File: config.mk
export PLATFORM = sky130hd
export DESIGN_NAME = baud_generator_flat
export DESIGN_NICKNAME = d
export VERILOG_FILES = /design/src/rtl/baud_generator_if.sv /design/src/rtl/baud_generator.sv /design/src/flat_wrapper.sv
export SDC_FILE = /design/constraint.sdc
export NUM_CORES = 1
export LEC_CHECK = 0
export BUFFER_PORTS_ARGS = -buffer_cell sky130_fd_sc_hd__buf_2
export CAP_MARGIN = 20
export CORE_ASPECT_RATIO = 1.1
export CORE_MARGIN = 4
export CORE_UTILIZATION = 55
export CTS_CLUSTER_SIZE = 8
export DETAILED_ROUTE_END_ITERATION = 10
export HOLD_SLACK_MARGIN = 0.15
export PLACE_DENSITY_LB_ADDON = 0.1
export SKIP_CTS_REPAIR_TIMING = 1
export SYNTH_ARGS = -nofsm -noshare
export SYNTH_HDL_FRONTEND = slang
export SYNTH_SLANG_ARGS = --single-unit
File: constraint.sdc
create_clock -name clk -period 5.47 [get_ports clk]
set_input_delay 1.641 -clock clk [delete_from_list [all_inputs] [get_ports clk]]
set_output_delay 1.641 -clock clk [all_outputs]
set_load 0.02 [all_outputs]
File: src/rtl/baud_generator_if.sv
// baud_generator_if: divisor programming, run control and strobe outputs of the baud generator
interface baud_generator_if;
  logic        enable;
  logic        load;
  logic [15:0] div_int;
  logic [3:0]  div_frac;
  logic        acq_sig;
  logic        baud_sig;
  logic        div_error;
  logic        running;
  modport master(
    output enable, load, div_int, div_frac,
    input  acq_sig, baud_sig, div_error, running
  );
  modport slave(
    input  enable, load, div_int, div_frac,
    output acq_sig, baud_sig, div_error, running
  );
endinterface

File: src/rtl/baud_generator.sv
// baud_generator: fractional clock divider producing 16x-baud acquisition and 1x-baud bit strobes
module baud_generator #(
  parameter logic [15:0] RESET_DIV_INT  = 16'd27,
  parameter logic [3:0]  RESET_DIV_FRAC = 4'd2
) (
  input logic             clk,
  input logic             rst_n,
  baud_generator_if.slave bus
);
  typedef enum logic {IDLE, RUN} state_t;
  state_t      state, state_nxt;
  logic [15:0] div_cnt, shadow_int, active_int, entry_int;
  logic [3:0]  frac_acc, sub_cnt, shadow_frac, active_frac, entry_frac;
  logic [16:0] period;
  logic [4:0]  frac_sum;
  logic        load_pending, div_error;
  logic        load_ok, start, stop, acq, baud, apply;
  always_comb begin
    state_nxt = bus.enable ? RUN : IDLE;
  end
  always_comb begin
    load_ok    = bus.load && (bus.div_int >= 16'd2);
    start      = (state == IDLE) && bus.enable;
    stop       = (state == RUN) && !bus.enable;
    acq        = (state == RUN) && bus.enable && ({1'b0, div_cnt} == period - 17'd1);
    baud       = acq && (sub_cnt == 4'hF);
    apply      = baud && load_pending;
    frac_sum   = {1'b0, frac_acc} + {1'b0, active_frac};
    entry_int  = load_ok ? bus.div_int  : shadow_int;
    entry_frac = load_ok ? bus.div_frac : shadow_frac;
  end
  always_ff @(posedge clk or negedge rst_n) begin
    if (!rst_n) begin
      state        <= IDLE;
      div_cnt      <= '0;
      frac_acc     <= '0;
      sub_cnt      <= '0;
      period       <= {1'b0, RESET_DIV_INT};
      shadow_int   <= RESET_DIV_INT;
      shadow_frac  <= RESET_DIV_FRAC;
      active_int   <= RESET_DIV_INT;
      active_frac  <= RESET_DIV_FRAC;
      load_pending <= 1'b0;
      div_error    <= 1'b0;
    end else begin
      state <= state_nxt;
      if (load_ok) begin
        shadow_int  <= bus.div_int;
        shadow_frac <= bus.div_frac;
        div_error   <= 1'b0;
      end else if (bus.load) begin
        div_error <= 1'b1;
      end
      // a load landing on a bit boundary stays pending for the next boundary
      load_pending <= start ? 1'b0 : (load_ok || (load_pending && !apply));
      if (start) begin
        active_int  <= entry_int;
        active_frac <= entry_frac;
        div_cnt     <= '0;
        frac_acc    <= '0;
        sub_cnt     <= '0;
        period      <= {1'b0, entry_int};
      end else if (stop) begin
        div_cnt  <= '0;
        frac_acc <= '0;
        sub_cnt  <= '0;
      end else if (acq) begin
        div_cnt <= '0;
        sub_cnt <= sub_cnt + 4'd1;
        if (apply) begin
          active_int  <= shadow_int;
          active_frac <= shadow_frac;
          frac_acc    <= '0;
          period      <= {1'b0, shadow_int};
        end else begin
          frac_acc <= frac_sum[3:0];
          period   <= {1'b0, active_int} + {16'd0, frac_sum[4]};
        end
      end else if (state == RUN) begin
        div_cnt <= div_cnt + 16'd1;
      end
    end
  end
  assign bus.acq_sig   = acq;
  assign bus.baud_sig  = baud;
  assign bus.div_error = div_error;
  assign bus.running   = (state == RUN);
endmodule

File: src/flat_wrapper.sv
// flat-port wrapper written by rule: the top's interface ports become plain ports
module baud_generator_flat 
#(
  parameter logic [15:0] RESET_DIV_INT  = 16'd27,
  parameter logic [3:0]  RESET_DIV_FRAC = 4'd2
)
  (clk, rst_n, bus_enable, bus_load, bus_div_int, bus_div_frac, bus_acq_sig, bus_baud_sig, bus_div_error, bus_running);
  baud_generator_if bus_i ();
  input logic clk;
  input logic rst_n;
  input wire logic [$bits(bus_i.enable)-1:0] bus_enable;
  input wire logic [$bits(bus_i.load)-1:0] bus_load;
  input wire logic [$bits(bus_i.div_int)-1:0] bus_div_int;
  input wire logic [$bits(bus_i.div_frac)-1:0] bus_div_frac;
  output wire logic [$bits(bus_i.acq_sig)-1:0] bus_acq_sig;
  output wire logic [$bits(bus_i.baud_sig)-1:0] bus_baud_sig;
  output wire logic [$bits(bus_i.div_error)-1:0] bus_div_error;
  output wire logic [$bits(bus_i.running)-1:0] bus_running;
  assign bus_i.enable = bus_enable;
  assign bus_i.load = bus_load;
  assign bus_i.div_int = bus_div_int;
  assign bus_i.div_frac = bus_div_frac;
  assign bus_acq_sig = bus_i.acq_sig;
  assign bus_baud_sig = bus_i.baud_sig;
  assign bus_div_error = bus_i.div_error;
  assign bus_running = bus_i.running;
  baud_generator #(.RESET_DIV_INT(RESET_DIV_INT), .RESET_DIV_FRAC(RESET_DIV_FRAC)) u_core (.clk(clk), .rst_n(rst_n), .bus(bus_i));
endmodule
==> results.json, run 1 <==
{
  "status": "complete, no violations",
  "yosysUniqueCellTypes": 68,
  "drive_above_1_share_pct": 17.3,
  "p_total_uw": 1850,
  "postRouteAntennaNets": 0,
  "vias": 4124,
  "hold_slack_ns": 0.505,
  "root_buffer": "clkbuf_8",
  "highest_layer": "met4",
  "final_cell_mix": "70 x dfrtp_1, 42 x inv_1, 42 x mux2i_1",
  "final.period_utilization_pct": 85.8,
  "syn_to_final_growth_pct": 7.10,
  "p_seq_share_pct": 46.9,
  "die-area_um2": 11500,
  "core_area_um2": 9440,
  "gr-total-overflow": 0,
  "routabilityCongestion": 0.913,
  "cts_inserted_buffers": 9,
  "max_freq_ghz": 0.213,
  "die_x_um": 102,
  "placed_cells": 656,
  "async_flop_share_pct": 100,
  "reg2reg_from": "u_core.period[0]",
  "layout.nets": 588,
  "power_density_nw_per_um2": 321,
  "min_to": "u_core.active_frac[1]",
  "clock_path_buffers": 2,
  "clkLatencyLatePin_ns": 0.37,
  "synth_edf_count": 0,
  "io_buffers": 27,
  "antenna_cells_inserted": 0,
  "wl_met1_mm": 5.76,
  "pin_count": 28,
  "relSlewSlack_pct": 37.7,
  "slowest_delay_ns": 0.62,
  "met2_length_mm": 5.97,
  "synth.avg_cell_area_um2": 10.0,
  "cp.arrival_ns": 3.05,
  "intPower_uw": 1230,
  "path_clk_slew_ns": 0.09,
  "synth_fp_nets": 575,
  "final.setup_skew_ns": 0.0132,
  "grt_pass1_vias": 4070,
  "final_common_cell": "dfrtp_1",
  "timing.setup.tns_ns": 0,
  "cts_max_level": 3,
  "fin_crit_ns": 4.70,
  "pwr-share-comb_pct": 26.3,
  "hp-class": "register to register",
  "cp_cell_sequence": "inv_1 -> ha_1 -> or4b_1 -> nor4_1 -> xor2_1 -> nor3_1 -> nand4_2 -> nor2_1 -> buf_2",
  "critical-path-top-delay-family": "simple AND/OR/NAND/NOR gates",
  "synth_seq_cells": 84,
  "wl_per_cell_um": 18.4,
  "remaining_drc_errors": 0,
  "start_util_pct": 57.1,
  "cts_tree": "done",
  "worstSetupEndpointType": "output pin",
  "ys_seq_area_share_pct": 39.3,
  "dr_wl_met3_um": 512,
  "antenna_found_initial": 0,
  "wl_mm": 12.3,
  "holdPathStages": 2,
  "hold_path.startpoint": "u_core.active_frac[1]",
  "swShare_pct": 33.4,
  "grt_pass1_wl_mm": 20.7,
  "worstMarginPinSlew_ns": 0.935,
  "worstSetupPathType": "register to output pin",
  "die_y_um": 112,
  "grt_setup_unrepaired": "false",
  "rows": 37,
  "cp_max_fo": 6,
  "n_fill_cell": 812,
  "vias_per_cell": 6.14,
  "fin_cells": 672,
  "ir_drop_mv": 0.179,
  "hold_violations": 0,
  "ys_warn_count": 0,
  "setup_violations": 0,
  "p_sw_uw": 618,
  "r2r_slack_ns": 1.99,
  "maxCapViolCount": 0,
  "worstPathRequired_ns": 3.83,
  "grt_max_degree": 56,
  "first_pass_iters": 5,
  "critPathLaunchType": "register",
  "cts_sinks": 84,
  "crit_slowest_cell": "or4b_1",
  "yosys_most_used_dff": "dfrtp_1",
  "r2r_end": "u_core.active_int[8]",
  "p_leak_uw": 0.00269,
  "synth_area_um2": 5390,
  "slew_viol_final": 0,
  "p_clk_share_pct": 26.8,
  "postSynthCellCount": 537,
  "reg2reg_depth": 9,
  "grt_usage_pct": 22.5,
  "hpwl_mm": 8.75,
  "drtIter0Drc": 249,
  "crit_buf_inv": 2
}
synthesized netlist by cell type, types with 8 or more instances:
| master | number | area share [%] |
|---|---|---|
| a211o_1 | 8 | 1.3 |
| dfstp_2 | 14 | 6.8 |
| nand2_1 | 16 | 1.1 |
| a21oi_1 | 25 | 2.3 |
| nand3_1 | 11 | 1.0 |
| nor3_1 | 14 | 1.3 |
| nor2b_1 | 16 | 1.9 |
| nor4b_1 | 15 | 2.4 |
| dfrtp_1 | 70 | 32 |
| ha_1 | 13 | 3.0 |
| nor4_1 | 12 | 1.4 |
| nor2_1 | 26 | 1.8 |
| o21ai_0 | 11 | 1.0 |
| nand4_1 | 9 | 1.0 |
| mux2_2 | 14 | 2.9 |
| xor2_1 | 18 | 2.9 |
| a32oi_1 | 14 | 2.3 |
| mux2i_1 | 42 | 7.8 |
| clkbuf_1 | 19 | 1.3 |
| xnor2_1 | 20 | 3.2 |
| inv_1 | 42 | 2.9 |
| o21bai_1 | 13 | 1.8 |
area by class of cell:
type | instances | area, µm² | area share [%]
Clock buffer | 11 | 131 | 2.28
Clock inverter | 5 | 85.1 | 1.47
Inverter | 44 | 165 | 2.86
Multi-Input combinational cell | 379 | 2950 | 51.1
Sequential cell | 84 | 2120 | 36.7
Tap cell | 117 | 146 | 2.54
Timing Repair Buffer | 32 | 175 | 3.03
through the flow:
stage                     setup slack [ns]  area (µm²)  util (%)
after floorplan                       1.17        5390         -
after detailed placement             0.836        5560      58.9
after CTS                            0.741        5770      61.1
after global routing                 0.581        5770      61.1
after global placement               0.935        5560      58.9
final                                0.774        5770      61.1
logic make-up (layout without fill, tap and decap cells):
| kind of cell | count (synthesis) | count (layout) | synth area share, % |
|---|---|---|---|
| DFF | 84 | 84 | 39.3 |
| adders and majority gates | 14 | 14 | 3.39 |
| AOI/OAI and AO/OA | 107 | 107 | 14.5 |
| and+or+nand+nor | 158 | 158 | 18.2 |
| buffers and inverters | 74 | 92 | 6.13 |
| muxes | 62 | 62 | 12.3 |
| xor gates and xnor gates | 38 | 38 | 6.17 |
metal layers:
layer	vias up	track usage [%]
li1	1990	-
met1	2027	32.0
met2	99	36.3
met3	8	3.70
met4	0	4.64
met5	-	0
power by group through the flow:
stage / Clock [µW] / Combinational (µW) / Sequential (µW)
after floorplan: 0 / 389 / 837
after global placement: 0 / 468 / 871
after detailed placement: 0 / 482 / 878
after CTS: 504 / 488 / 867
after global routing: 525 / 547 / 886
final: 495 / 487 / 869
worst min-delay path, delay by kind of cell (launching register included):
family	cells	cell delay (ns)
buffers and inverters	1	0.05
flip-flops	1	0.40
multiplexers	1	0.05
flip-flops by register name (all words and copies together), names as in the netlist:
| name | count |
|---|---|
| u_core.sub_cnt | 4 |
| u_core.shadow_int | 16 |
| u_core.active_frac | 4 |
| u_core.active_int | 16 |
| u_core.shadow_frac | 4 |
| u_core.bus.div_error | 1 |
| u_core.frac_acc | 4 |
| u_core.period | 17 |
| u_core.div_cnt | 16 |
| u_core.load_pending | 1 |
| u_core.bus.running | 1 |
how the worst max path moves through the flow:
stage,startpoint,endpoint,slack [ns],depth (start not counted)
2_1_floorplan,bus_enable,bus_baud_sig,1.17,5
3_3_place_gp,bus_enable,bus_baud_sig,0.94,7
3_5_place_dp,bus_enable,bus_baud_sig,0.84,7
4_1_cts,u_core.period[0],bus_baud_sig,0.74,9
5_1_grt,u_core.period[0],bus_baud_sig,0.58,9
6_report,u_core.period[0],bus_baud_sig,0.77,9
No activity file was read; power rests on OpenSTA's default activity.
==> inputs of run 2 (changes only) <==
- CORE_ASPECT_RATIO: 1.1 -> default
- CORE_MARGIN: 4 -> default
==> run 2 against run 1 <==
  * Fmax down 0.55%
  * Global-route usage up 4.2 points
  * Non-clock buffer count up 2
  * Combinational power down 0.8%
  * Power down 2.0%
  * Register-to-register slack worse by 0.16 ns
  * Final cell count up 2.1%
  * Clock power down 7.1%
  * Clock skew about the same
  * Die area down 11%
  * Critical endpoint unchanged
  * Largest power group unchanged
==> results.json, run 2 (synthesis results as in run 1) <==
{
  "wl_mm": 12.4,
  "setup_violations": 0,
  "dr_wl_met3_um": 485,
  "vias": 4172,
  "p_clk_share_pct": 25.4,
  "timing.setup.tns_ns": 0,
  "cts_sinks": 84,
  "syn_to_final_growth_pct": 7.29,
  "intPower_uw": 1210,
  "maxCapViolCount": 0,
  "met2_length_mm": 5.91,
  "p_sw_uw": 602,
  "fin_crit_ns": 4.72,
  "reg2reg_from": "u_core.period[0]",
  "cts_tree": "done",
  "worstSetupPathType": "register to output pin",
  "drtIter0Drc": 184,
  "hpwl_mm": 8.71,
  "start_util_pct": 57.5,
  "final_common_cell": "dfrtp_1",
  "die-area_um2": 10200,
  "placed_cells": 670,
  "drive_above_1_share_pct": 17.2,
  "min_to": "u_core.active_frac[1]",
  "largest_reg_flops": 17,
  "cp_max_fo": 6,
  "wl_per_cell_um": 18.0,
  "worstSetupEndpointType": "output pin",
  "grt_pass1_wl_mm": 20.7,
  "path_clk_slew_ns": 0.08,
  "swShare_pct": 33.2,
  "die_x_um": 101,
  "first_pass_iters": 5,
  "gr-total-overflow": 0,
  "core_area_um2": 9370,
  "multi_input_area_um2": 2950,
  "die_y_um": 101,
  "wl_met1_mm": 5.74,
  "largest_register": "u_core.period",
  "n_fill_cell": 808,
  "worstMarginPinSlew_ns": 0.861,
  "fin_cells": 686,
  "regArea_um2": 2120,
  "max_freq_ghz": 0.212,
  "clock_path_buffers": 2,
  "postRouteAntennaNets": 0,
  "hold_violations": 0,
  "ir_drop_mv": 0.196,
  "antenna_cells_inserted": 0,
  "final.period_utilization_pct": 86.3,
  "pwr-share-comb_pct": 26.7,
  "hp-class": "register to register",
  "slew_viol_final": 0,
  "p_seq_share_pct": 48.0,
  "critPathLaunchType": "register",
  "grt_max_degree": 56,
  "root_buffer": "clkbuf_8",
  "relSlewSlack_pct": 42.2,
  "p_leak_uw": 0.00269,
  "cts_inserted_buffers": 9,
  "r2r_end": "u_core.active_int[15]",
  "worstPathRequired_ns": 3.83,
  "grt_usage_pct": 26.7,
  "cp.arrival_ns": 3.08,
  "remaining_drc_errors": 0,
  "cts_max_level": 3,
  "hold_path.startpoint": "u_core.active_frac[1]",
  "final.setup_skew_ns": 0.0131,
  "r2r_slack_ns": 1.83,
  "grt_pass1_vias": 4109,
  "grt_setup_unrepaired": "false",
  "reg2reg_depth": 10,
  "vias_per_cell": 6.08,
  "rows": 35,
  "highest_layer": "met4",
  "power_density_nw_per_um2": 313,
  "final_cell_mix": "70 x dfrtp_1, 42 x inv_1, 42 x mux2i_1",
  "layout.nets": 590,
  "status": "complete, no violations",
  "io_buffers": 27,
  "routabilityCongestion": 0.930,
  "clkLatencyLatePin_ns": 0.37,
  "antenna_found_initial": 0,
  "pin_count": 28,
  "p_total_uw": 1810,
  "holdPathStages": 2
}
[run 2: cell type report]
class	instances	share of cell area (%)
multi-input combinational	379	51.0
sequential	84	36.6
timing repair buffer	34	3.29
clock buffer	15	2.88
inverter	44	2.86
tap	129	2.79
clock inverter	1	0.519
[run 2: how the worst max path moves through the flow]
stage	from	end	slack (ns)
2_1_floorplan	bus_enable	bus_baud_sig	1.17
3_3_place_gp	bus_enable	bus_baud_sig	0.94
3_5_place_dp	bus_enable	bus_baud_sig	0.87
4_1_cts	u_core.period[0]	bus_baud_sig	0.74
5_1_grt	u_core.period[0]	bus_baud_sig	0.50
6_report	u_core.period[0]	bus_baud_sig	0.75
[run 2: critical path, stage by stage (launching register included)]
cell     delay (ns)
dfstp_2        0.41
inv_1          0.07
ha_1           0.18
or4b_1         0.62
nor4_1         0.34
xor2_1         0.14
nor3_1         0.31
nand4_2        0.25
nor2_1         0.20
buf_2          0.19
[run 2: per-stage QoR]
step / util (%) / hold slack (ns) / instance area, µm² / setup WS [ns]
2_1_floorplan: - / 0.468 / 5390 / 1.17
3_3_place_gp: 59.6 / 0.475 / 5590 / 0.935
3_5_place_dp: 59.6 / 0.493 / 5590 / 0.865
4_1_cts: 61.7 / 0.500 / 5780 / 0.740
5_1_grt: 61.7 / 0.534 / 5780 / 0.502
6_report: 61.7 / 0.497 / 5780 / 0.748
[run 2: power by group through the flow]
| stage | combinational (µW) | sequential, µW | clock [µW] |
|---|---|---|---|
| global placement | 470 | 872 | 0 |
| global route | 546 | 888 | 490 |
| finish | 483 | 869 | 460 |
| floorplan | 389 | 837 | 0 |
| detailed placement | 483 | 877 | 0 |
| CTS | 486 | 867 | 471 |
[run 2: metal layers]
metal / vias to the layer above / track usage, %
met2: 81 / 42.8
met3: 21 / 5.27
met4: 0 / 8.47
met5: - / 0
li1: 1990 / -
met1: 2080 / 36.4
==> inputs of run 3 (changes only) <==
- CORE_UTILIZATION: 55 -> 40
==> run 3 against run 2 <==
  * Combinational power about the same
  * Sequential power up 0.6%
  * Final cell count up 6.7%
  * Clock skew down 0.0011 ns
  * Sequential cell count unchanged
  * Die area up 37%
  * Hold slack better by 0.0015 ns
  * Critical path type unchanged
  * Largest cell class unchanged
==> results.json, run 3 (synthesis results as in run 1) <==
{
  "p_total_uw": 1950,
  "intPower_uw": 1300,
  "cp_cell_sequence": "inv_1 -> ha_1 -> or4b_1 -> nor4_1 -> xor2_1 -> nor3_1 -> nand4_2 -> nor2_1 -> buf_2",
  "ir_drop_mv": 0.211,
  "io_buffers": 27,
  "gr-total-overflow": 0,
  "drtIter0Drc": 285,
  "final.setup_skew_ns": 0.0120,
  "grt_pass1_wl_mm": 22.3,
  "power_density_nw_per_um2": 330,
  "layout.nets": 589,
  "maxCapViolCount": 0,
  "cts_sinks": 84,
  "grt_usage_pct": 20.5,
  "final_cell_mix": "70 x dfrtp_1, 42 x inv_1, 42 x mux2i_1",
  "first_pass_iters": 4,
  "pwr-share-comb_pct": 24.7,
  "final.period_utilization_pct": 85.2,
  "r2r_slack_ns": 1.76,
  "slowest_delay_ns": 0.62,
  "syn_to_final_growth_pct": 9.86,
  "n_fill_cell": 1260,
  "grt_pass1_vias": 4213,
  "critPathLaunchType": "register",
  "vias": 4082,
  "worstMarginPinSlew_ns": 0.906,
  "postRouteAntennaNets": 0,
  "die_y_um": 118,
  "cp_max_fo": 6,
  "cts_max_level": 3,
  "final_common_cell": "dfrtp_1",
  "hp-class": "register to register",
  "fin_cells": 732,
  "routabilityCongestion": 0.856,
  "worstSetupEndpointType": "output pin",
  "root_buffer": "clkbuf_16",
  "rows": 42,
  "p_seq_share_pct": 44.7,
  "antenna_found_initial": 0,
  "clock_path_buffers": 2,
  "cts_inserted_buffers": 9,
  "relSlewSlack_pct": 39.5,
  "antenna_cells_inserted": 0,
  "clkLatencyLatePin_ns": 0.35,
  "swShare_pct": 33.6,
  "grt_max_degree": 60,
  "cts_tree": "done",
  "timing.setup.tns_ns": 0,
  "slew_viol_final": 0,
  "drive_above_1_share_pct": 17.8,
  "vias_per_cell": 5.58,
  "path_clk_slew_ns": 0.06,
  "grt_setup_unrepaired": "false",
  "worstPathRequired_ns": 3.83,
  "largest_register": "u_core.period",
  "cp.arrival_ns": 3.02,
  "pin_count": 28,
  "fin_crit_ns": 4.66,
  "start_util_pct": 40.9,
  "remaining_drc_errors": 0,
  "max_freq_ghz": 0.215,
  "worstSetupPathType": "register to output pin",
  "die_x_um": 118,
  "hold_violations": 0,
  "crit_slowest_cell": "or4b_1",
  "largest_reg_flops": 17,
  "core_area_um2": 13200,
  "die-area_um2": 13900,
  "p_sw_uw": 657,
  "setup_violations": 0,
  "wl_mm": 13.2,
  "status": "complete, no violations",
  "p_clk_share_pct": 30.6,
  "p_leak_uw": 0.00272,
  "placed_cells": 716,
  "hpwl_mm": 8.94,
  "wl_per_cell_um": 18.1
}
[run 3: changes by cell type in the layout (fill, tap and decap cells not counted), sizes merged]
cell,previous run,this run
inv,44,46
bufinv,1,0
clkinv,0,1
clkbuf,15,10
clkinvlp,0,3
buf,34,33
[run 3: worst paths after layout]
| check | startpoint | endpoint | depth (start not counted) |
|---|---|---|---|
| worst max-delay path | u_core.period[0] | bus_baud_sig | 9 |
| worst min-delay path | u_core.bus.div_error | u_core.bus.div_error | 2 |
| worst max register to register | u_core.period[0] | u_core.active_int[6] | 10 |
| worst min register to register | u_core.bus.div_error | u_core.bus.div_error | 2 |
| max in group asynchronous | rst_n | u_core.period[0] | 2 |
| min in group asynchronous | rst_n | u_core.sub_cnt[1] | 1 |
[run 3: power groups by stage]
stage                     registers [µW]  logic, µW  clock network (µW)
final                                874        483                 597
after global routing                 894        548                 635
after CTS                            873        486                 613
after detailed placement             882        481                   0
after global placement               878        478                   0
after floorplan                      837        389                   0
[run 3: area by class of cell]
type	count	area (µm²)	share of cell area [%]
clock buffers	10	239	4.03
clock inverters	6	45.0	0.760
inverters	44	165	2.79
multi-input cells	379	2950	49.8
flip-flops and latches	84	2120	35.8
well taps	176	220	3.72
repair buffers	33	183	3.08
[run 3: stage by stage]
stage	cell area, µm²	setup WS [ns]	hold WS (ns)	util [%]
global route	5920	0.624	0.545	44.9
floorplan	5390	1.17	0.468	-
finish	5920	0.812	0.498	44.9
global placement	5640	0.934	0.488	42.8
CTS	5920	0.747	0.506	44.9
detailed placement	5640	0.900	0.493	42.8
[run 3: per-layer routing]
metal,GRT usage [%],vias to the layer above,share of wire [%]
met3,5.09,11,4.2
met5,0,-,0
li1,-,1992,-
met4,6.89,0,1.5
met2,30.8,76,44
met1,28.5,2003,50
[run 3: worst max-delay path: cells and delay by family, from the launching register on]
| kind | cells | cell delay, ns |
|---|---|---|
| simple gates | 5 | 1.70 |
| flops | 1 | 0.40 |
| buf+inv | 2 | 0.25 |
| fa+ha+maj | 1 | 0.18 |
| xor+xnor | 1 | 0.14 |
